## config.mk

```make
export PLATFORM = sky130hd
export DESIGN_NAME = fpu_dispatch
export DESIGN_NICKNAME = d
export VERILOG_FILES = /design/src/rtl/fpu_dispatch.sv
export SDC_FILE = /design/constraint.sdc
export NUM_CORES = 1
export LEC_CHECK = 0
export CAP_MARGIN = 15
export CORE_ASPECT_RATIO = 0.8
export CORE_MARGIN = 2
export CORE_UTILIZATION = 50
export CTS_CLUSTER_DIAMETER = 80
export DETAILED_ROUTE_END_ITERATION = 8
export PLACE_DENSITY_LB_ADDON = 0.12
export REMOVE_ABC_BUFFERS = 1
export SKIP_CTS_REPAIR_TIMING = 1
export SLEW_MARGIN = 20
export SYNTH_ARGS = -nofsm -noshare
export SYNTH_HDL_FRONTEND = slang
export SYNTH_SLANG_ARGS = --single-unit
```

## constraint.sdc

```tcl
create_clock -name CLK -period 24.1 [get_ports CLK]
set_clock_uncertainty 0.05 [all_clocks]
set_input_delay 3.615 -clock CLK [delete_from_list [all_inputs] [get_ports CLK]]
set_output_delay 3.615 -clock CLK [all_outputs]
set_load 0.05 [all_outputs]
```

## src/rtl/fpu_dispatch.sv

```systemverilog
// fpu_dispatch: issue/retire front end for the FP cluster.
// Accepts one op per cycle, issues it to the selected functional unit,
// buffers one result per unit and retires results strictly in issue order
// through a registered output stage.
// Optional feature macro: FPU_DISPATCH_PERF_EN adds perf_issued/perf_stall
// saturating counters.
module fpu_dispatch #(
  parameter  int unsigned WIDTH   = 32,
  parameter  int unsigned N_UNITS = 7,
  parameter  int unsigned DEPTH   = 4,
  localparam int unsigned OPW     = $clog2(N_UNITS + 1),
  localparam int unsigned CW      = $clog2(DEPTH + 1)
) (
  input  logic                       CLK,
  input  logic                       INITIALIZE,
  input  logic                       in_valid,
  output logic                       in_ready,
  input  logic [OPW-1:0]             in_op,
  input  logic [WIDTH-1:0]           in_a,
  input  logic [WIDTH-1:0]           in_b,
  output logic [N_UNITS-1:0]         u_valid,
  input  logic [N_UNITS-1:0]         u_ready,
  output logic [WIDTH-1:0]           u_a,
  output logic [WIDTH-1:0]           u_b,
  input  logic [N_UNITS-1:0]         u_res_valid,
  input  logic [N_UNITS*WIDTH-1:0]   u_res_data,
  output logic [N_UNITS-1:0]         u_res_ready,
  output logic                       out_valid,
  input  logic                       out_ready,
  output logic [WIDTH-1:0]           out_data,
  output logic [OPW-1:0]             out_op,
  output logic                       out_err,
  output logic [CW-1:0]              outstanding
`ifdef FPU_DISPATCH_PERF_EN
  ,
  output logic [31:0]                perf_issued,
  output logic [31:0]                perf_stall
`endif
);

  localparam int unsigned PW = (DEPTH > 1) ? $clog2(DEPTH) : 1;

  typedef struct packed {
    logic           illegal;
    logic [OPW-1:0] op;
  } entry_t;

  // Order FIFO
  entry_t         fifo_mem [DEPTH];
  logic [PW-1:0]  wr_ptr;
  logic [PW-1:0]  rd_ptr;
  logic [CW-1:0]  count;
  logic           fifo_full;
  logic           fifo_empty;

  // Per-unit result buffers and in-flight counters
  logic [N_UNITS-1:0] buf_valid;
  logic [WIDTH-1:0]   buf_data [N_UNITS];
  logic [CW-1:0]      cnt      [N_UNITS];

  logic               op_legal;
  logic               unit_rdy;
  logic               accept;
  logic [N_UNITS-1:0] inc;
  logic [N_UNITS-1:0] capture;
  logic [N_UNITS-1:0] retire_hit;
  entry_t             head;
  logic               head_rdy;
  logic [WIDTH-1:0]   head_data;
  logic               retire;

  assign fifo_full   = (count == CW'(DEPTH));
  assign fifo_empty  = (count == '0);
  assign u_a         = in_a;
  assign u_b         = in_b;
  assign u_res_ready = ~buf_valid;
  assign accept      = in_valid && in_ready;
  assign outstanding = count + CW'(out_valid);

  // Issue decode: one-hot strobe and acceptance for the selected unit
  always_comb begin
    op_legal = (in_op < OPW'(N_UNITS));
    unit_rdy = 1'b0;
    u_valid  = '0;
    inc      = '0;
    for (int k = 0; k < N_UNITS; k++) begin
      if (in_op == OPW'(k)) begin
        unit_rdy   = u_ready[k];
        u_valid[k] = in_valid && !fifo_full;
      end
    end
    in_ready = !fifo_full && (unit_rdy || !op_legal);
    for (int k = 0; k < N_UNITS; k++) begin
      inc[k] = u_valid[k] && in_ready;
    end
  end

  // Result capture: only results some issued op is waiting for are kept
  always_comb begin
    capture = '0;
    for (int k = 0; k < N_UNITS; k++) begin
      capture[k] = u_res_valid[k] && !buf_valid[k] && (cnt[k] != '0);
    end
  end

  // Head-of-order readiness and retire decision
  always_comb begin
    head       = fifo_mem[rd_ptr];
    head_rdy   = head.illegal;
    head_data  = '0;
    retire_hit = '0;
    for (int k = 0; k < N_UNITS; k++) begin
      if (!head.illegal && head.op == OPW'(k)) begin
        head_rdy  = buf_valid[k];
        head_data = buf_data[k];
      end
    end
    retire = !fifo_empty && head_rdy && (!out_valid || out_ready);
    for (int k = 0; k < N_UNITS; k++) begin
      retire_hit[k] = retire && !head.illegal && (head.op == OPW'(k));
    end
  end

  // Order FIFO storage (no reset needed; guarded by count)
  always_ff @(posedge CLK) begin
    if (accept) begin
      fifo_mem[wr_ptr] <= '{illegal: !op_legal, op: in_op};
    end
  end

  // Order FIFO pointers and occupancy
  always_ff @(posedge CLK or posedge INITIALIZE) begin
    if (INITIALIZE) begin
      wr_ptr <= '0;
      rd_ptr <= '0;
      count  <= '0;
    end else begin
      if (accept) wr_ptr <= wr_ptr + PW'(1);
      if (retire) rd_ptr <= rd_ptr + PW'(1);
      count <= count + CW'(accept) - CW'(retire);
    end
  end

  // Per-unit result buffers and in-flight counters
  always_ff @(posedge CLK or posedge INITIALIZE) begin
    if (INITIALIZE) begin
      buf_valid <= '0;
      for (int k = 0; k < N_UNITS; k++) begin
        buf_data[k] <= '0;
        cnt[k]      <= '0;
      end
    end else begin
      for (int k = 0; k < N_UNITS; k++) begin
        if (capture[k]) begin
          buf_valid[k] <= 1'b1;
          buf_data[k]  <= u_res_data[k*WIDTH +: WIDTH];
        end else if (retire_hit[k]) begin
          buf_valid[k] <= 1'b0;
        end
        cnt[k] <= cnt[k] + CW'(inc[k]) - CW'(capture[k]);
      end
    end
  end

  // Registered output stage; holds while stalled
  always_ff @(posedge CLK or posedge INITIALIZE) begin
    if (INITIALIZE) begin
      out_valid <= 1'b0;
      out_data  <= '0;
      out_op    <= '0;
      out_err   <= 1'b0;
    end else if (retire) begin
      out_valid <= 1'b1;
      out_data  <= head.illegal ? '0 : head_data;
      out_op    <= head.op;
      out_err   <= head.illegal;
    end else if (out_ready) begin
      out_valid <= 1'b0;
    end
  end

`ifdef FPU_DISPATCH_PERF_EN
  // Saturating accepted-op and stall-cycle counters
  always_ff @(posedge CLK or posedge INITIALIZE) begin
    if (INITIALIZE) begin
      perf_issued <= '0;
      perf_stall  <= '0;
    end else begin
      if (accept && (perf_issued != '1)) perf_issued <= perf_issued + 32'd1;
      if (in_valid && !in_ready && (perf_stall != '1)) perf_stall <= perf_stall + 32'd1;
    end
  end
`endif

endmodule

```

==> impl_metrics.ini, run 1 <==
[logic_synthesis]
yosysWarnings = 0
synthDistinctLibCells = 45
synth_edf_count = 16
synth_ff_type = dfrtp_1
yosys-top-cells-area = dfrtp_1 51%, mux2_2 18%, buf_4 3.5%
synth_seq_cells = 312
synthArstFlopShare_pct = 94.87
synth_top_cell_by_area = dfrtp_1
syn_avg_cell_area_um2 = 12.47
yosysSeqAreaShare_pct = 54.27
synthDominantCellAreaShare_pct = 50.97
syn_area_um2 = 14530
synthCells = 1165

[worst_setup_path]
path_max_fanout = 16
r2r-end = count[2]$_DFF_PP0_
rrSetupSlack_ns = 19.78
path_class = input pin to output pin
timing.rr.start = rd_ptr[0]$_DFFE_PP0P_
crit_arrival_ns = 6.10
critPathCaptureType = output pin
required_ns = 20.43
critical_path.startpoint_type = input pin
worstRegToRegCells = 13

[layout]
final_util_pct = 65.33
final_layout_size_suffix_gt1_share_pct = 23.99
areaGrowthSynthToFinish_pct = 27.76
final_nets = 1702

[clock_tree]
clkTransAtPathRegs_ns = 0.06
cts_sinks = 312
insertion_delay_ns = 0.52
htree_levels = 2
cts_made_buffers = 34
cts-root-buf = clkbuf_16
cts.path.max_buffers = 3
cts_tree = done

[die]
rows = 55
core_um2 = 28420
num_io_pins = 428
die_y_um = 156.5
chipWidth_um = 194.6
initial_core_util_pct = 51.13
dieArea_um2 = 30450

[placement]
portBuffers = 299
globalplace.congestion = 0.7674
hpwl_um = 29440

[route]
route.met3.wl_um = 6753
drt_iter0_drc = 665
drc = 0
ant_nets = 0
wl_met2_um = 19630
highest_layer = met5
drt_wl_total_um = 47280
drt-met1-wl_um = 19740
via_per_inst = 5.872
vias = 10350
wl_per_cell_um = 26.83
dr.pass1.iters = 9

[power_and_ir_drop]
p_leak_nw = 7.634
power_density_nw_per_um2 = 140.9
total_power_mw = 2.616
vdd_ir_drop_max_uv = 88.95

[worst_hold_path]
hold_end = cnt[2]$_DFF_PP0_
min-delay-start = cnt[2]$_DFF_PP0_
hold_path_depth = 1
worst_hold_path_type = register to register

[timing]
rsz0062_at_grt = false
min_period_over_period_pct = 40.51
fin_crit_ns = 9.762
hold_viol = 0
slew_violations = 0
tightest_slew_ns = 1.159
setup_viol = 0
setup_tns_ns = 0
relSlewSlack_pct = 22.71
fmax_ghz = 0.1024

[flow_run]
drv_cap = 0

[global_route]
grt_pass1_vias = 10760
grt_max_degree = 163
grt_overflow = 0
antenna_found_initial = 9
grt_usage_pct = 31.08
grt_pass1_wl_um = 69570

[outcome]
status = completed
final cells by class:
cell class                 instances  area (um2)
antenna                            4       10.01
sequential                       312        7888
timing repair buffer             312        3143
clock inverter                     6       130.1
tap                              370       462.9
fill                            2216        9854
inverter                          39       153.9
clock buffer                      55        1105
multi-input combinational        664        5674
Yosys cell counts (all sizes together), types with 5 or more instances:
cell type    n
nand3        5
o21ai       75
nand2      109
a32oi       33
nand2b       5
a222oi      32
mux2       226
buf        100
ha          22
xnor2       16
nor2        13
mux2i        9
mux4         5
clkbuf      50
a31oi       32
o311a        7
edfxtp      16
dfrtp      296
fa           8
a21oi       36
inv         39
kinds of logic (layout without fill, tap and decap cells):
kind of cell	after synthesis	count (layout)	share of synthesized area, %
compound gates	222	222	10.91
xor+xnor	20	20	1.257
fa+ha+maj	30	30	2.996
buf+inv	189	412	7.103
flops	312	312	54.27
mux	240	240	18.91
other cells	0	4	0
simple gates	152	152	4.554
layout by cell type, fill, tap and decap left out, types with 8 or more instances in the layout:
cell	instances
clkdlybuf4s50_1	299
dfrtp_1	296
mux2_2	226
nand2_1	109
clkbuf_16	38
inv_1	37
a21oi_1	36
o21ai_0	36
a31oi_1	32
a222oi_1	32
a32oi_1	32
o21ai_1	22
ha_1	22
o21ai_2	17
edfxtp_1	16
xnor2_1	15
nor2_1	11
buf_4	10
mux2i_1	9
clkbuf_8	9
fa_1	8
clkbuf_1	8
worst max-delay path by stage:
stage / from / end / cells past startpoint
6_report: in_op[0] / in_ready / 5
5_1_grt: in_op[0] / in_ready / 5
4_1_cts: in_op[0] / in_ready / 5
3_5_place_dp: in_op[0] / in_ready / 5
3_3_place_gp: in_op[0] / in_ready / 5
2_1_floorplan: INITIALIZE / buf_data[0]$_DFFE_PP0P_ / 1
worst max-delay path, cell delays in order:
cell and delay [ns]:
clkdlybuf4s50_1 0.81, mux4_2 0.59, mux2i_1 0.29, a21oi_1 0.08, clkdlybuf4s50_1 0.71
sequential cells by signal (all words and copies together), names as in the netlist, 3 cells and up:
register   cells
buf_data     224
buf_valid      7
cnt           21
count          3
fifo_mem      16
out_data      32
out_op         3
stage by stage:
stage	hold slack [ns]	std cells	area (um2)	setup slack [ns]
floorplan	0.3963	1015	13650	12.26
global placement	0.4115	1695	17250	14.44
detailed placement	0.4135	1695	17250	14.34
CTS	0.4264	1756	18480	14.33
global route	0.4495	1761	18560	14.20
finish	0.4295	1762	18570	14.34
metal layers:
metal  vias to the layer above  track usage, %
met4                        14           7.473
met3                        78           17.46
met2                       506           42.94
li1                       4540               -
met1                      5208           41.30
met5                         -           9.823
power breakdown:
group,internal [mW],total [mW],switching (mW),leakage [nW]
registers,0.780,0.925,0.144,3.68
logic,0.484,1.12,0.636,3.34
clock network,0.357,0.571,0.214,0.607
No activity file was read; power rests on OpenSTA's default activity.
==> run 2, diff against run 1 <==
--- a/config.mk
+++ b/config.mk
@@ -8,7 +8,7 @@
 export CAP_MARGIN = 15
 export CORE_ASPECT_RATIO = 0.8
 export CORE_MARGIN = 2
-export CORE_UTILIZATION = 50
+export CORE_UTILIZATION = 48
 export CTS_CLUSTER_DIAMETER = 80
 export DETAILED_ROUTE_END_ITERATION = 8
 export PLACE_DENSITY_LB_ADDON = 0.12
==> constraint.sdc (replaced) <==
create_clock -name CLK -period 9.9 [get_ports CLK]
set_clock_uncertainty 0.05 [all_clocks]
set_input_delay 1.485 -clock CLK [delete_from_list [all_inputs] [get_ports CLK]]
set_output_delay 1.485 -clock CLK [all_outputs]
set_load 0.05 [all_outputs]
==> run 2 against run 1 <==
Sequential share of layout area rose by 0.33 points. Clock power increased by 120%. Non-clock buffer count unchanged. Sequential cell count unchanged. Critical path type unchanged. Global-route usage down 1.0 points. Cell area shrank 0.78%. Largest cell class unchanged. First-iteration DRC count is 20% higher. Combinational power increased by 140%. Die area is 4.1% higher. Register-to-register slack got worse by 14 ns.
==> impl_metrics.ini, run 2 (synthesized netlist as in run 1, its figures left out) <==
[die]
core_um2 = 29570
num_io_pins = 428
dieArea_um2 = 31690
chipWidth_um = 198.5
die_y_um = 159.6
rows = 56
initial_core_util_pct = 49.15

[power_and_ir_drop]
p_leak_nw = 7.553
vdd_ir_drop_max_uv = 258.5
total_power_mw = 6.189
power_density_nw_per_um2 = 336.0

[worst_setup_path]
required_ns = 8.37
path_class = input pin to output pin
critPathMaxStageDelay_ns = 0.79
critPathCaptureType = output pin
crit_chain = clkdlybuf4s50_1, mux4_2, mux2i_1, a21oi_1, clkdlybuf4s50_1
crit_arrival_ns = 3.90
crit_top_cell = clkdlybuf4s50_1
slowest_stage = clkdlybuf4s50_1
cp_top_family = buffers and inverters
critical_path.startpoint_type = input pin
path_max_fanout = 16
cp.buffers_inverters = 2

[layout]
top_regs = buf_data: 224 flops, out_data: 32 flops, cnt: 21 flops
largest_reg_flops = 224
largest-register = buf_data
final_common_cell = clkdlybuf4s50_1
final_nets = 1702
areaGrowthSynthToFinish_pct = 26.76
final_layout_size_suffix_gt1_share_pct = 23.70
final_util_pct = 62.30
mostFrequentLayoutCells = 299 x clkdlybuf4s50_1, 296 x dfrtp_1, 225 x mux2_2

[timing]
rsz0062_at_grt = false
relSlewSlack_pct = 25.96
hold_viol = 0
fmax_ghz = 0.1839
setup_tns_ns = 0
whs_ns = 0.4268
fin_crit_ns = 5.437
min_period_over_period_pct = 54.92
slew_violations = 0
tightest_slew_ns = 1.111
setup_viol = 0

[clock_tree]
htree_levels = 2
cts_tree = done
clkTransAtPathRegs_ns = 0.06
insertion_delay_ns = 0.50
cts.path.max_buffers = 3
cts-root-buf = clkbuf_16
cts_made_buffers = 34
cts_sinks = 312

[outcome]
status = completed

[route]
vias = 10370
drt_wl_total_um = 47530
drt_iter0_drc = 799
ant_nets = 0
dr.pass1.iters = 8
wl_per_cell_um = 26.49
via_per_inst = 5.783
drc = 0

[flow_run]
drv_cap = 0

[placement]
portBuffers = 299
globalplace.congestion = 0.7799
hpwl_um = 30300

[global_route]
grt_usage_pct = 30.07
grt_overflow = 0
antenna_found_initial = 8
grt_pass1_wl_um = 69970
grt_pass1_vias = 10760
grt_max_degree = 180

[worst_hold_path]
worst_hold_path_type = register to register
-- run 2: cell count changes in the layout (fill, tap and decap cells not counted), sizes merged --
cell and change:
bufinv -3, clkbuf -2, clkinv +1
-- run 2: path summary, 6_finish.rpt --
check	from	depth (start not counted)	slack, ns	to
max in group asynchronous	INITIALIZE	3	6.85	buf_data[150]$_DFFE_PP0P_
worst min register to register	cnt[11]$_DFF_PP0_	1	0.43	cnt[11]$_DFF_PP0_
min in group asynchronous	INITIALIZE	2	1.46	buf_data[222]$_DFFE_PP0P_
worst max-delay path	in_op[0]	5	4.46	in_ready
worst max register to register	rd_ptr[0]$_DFFE_PP0P_	13	5.32	count[2]$_DFF_PP0_
worst min-delay path	cnt[11]$_DFF_PP0_	1	0.43	cnt[11]$_DFF_PP0_
-- run 2: power breakdown --
group          internal [mW]  switching (mW)  leakage (nW)
combinational           1.15            1.53          3.33
clock                  0.756           0.496         0.543
sequential              1.90           0.353          3.68
total                   3.81            2.38          7.55
-- run 2: cell type report --
type	count	area, um2
Timing Repair Buffer	312	3103
Inverter	39	153.9
Clock inverter	4	45.04
Sequential cell	312	7888
Fill cell	2395	11150
Multi-Input combinational cell	664	5658
Antenna cell	4	10.01
Clock buffer	53	1056
Tap cell	406	508.0
-- run 2: layer usage --
metal  vias up  GRT usage (%)  wire, um
met5         -          6.019       274
met4        10          4.308       564
met3        61          17.53      6882
met2       536          43.73     20230
met1      5232          39.24     19580
li1       4535              -         -
-- run 2: stage by stage --
| step | cells | setup WS [ns] | cell area (um2) |
|---|---|---|---|
| 6_report | 1794 | 4.463 | 18420 |
| 5_1_grt | 1790 | 4.339 | 18410 |
| 4_1_cts | 1790 | 4.468 | 18410 |
| 3_5_place_dp | 1733 | 4.466 | 17310 |
| 3_3_place_gp | 1733 | 4.502 | 17310 |
| 2_1_floorplan | 1015 | 0.1892 | 13650 |
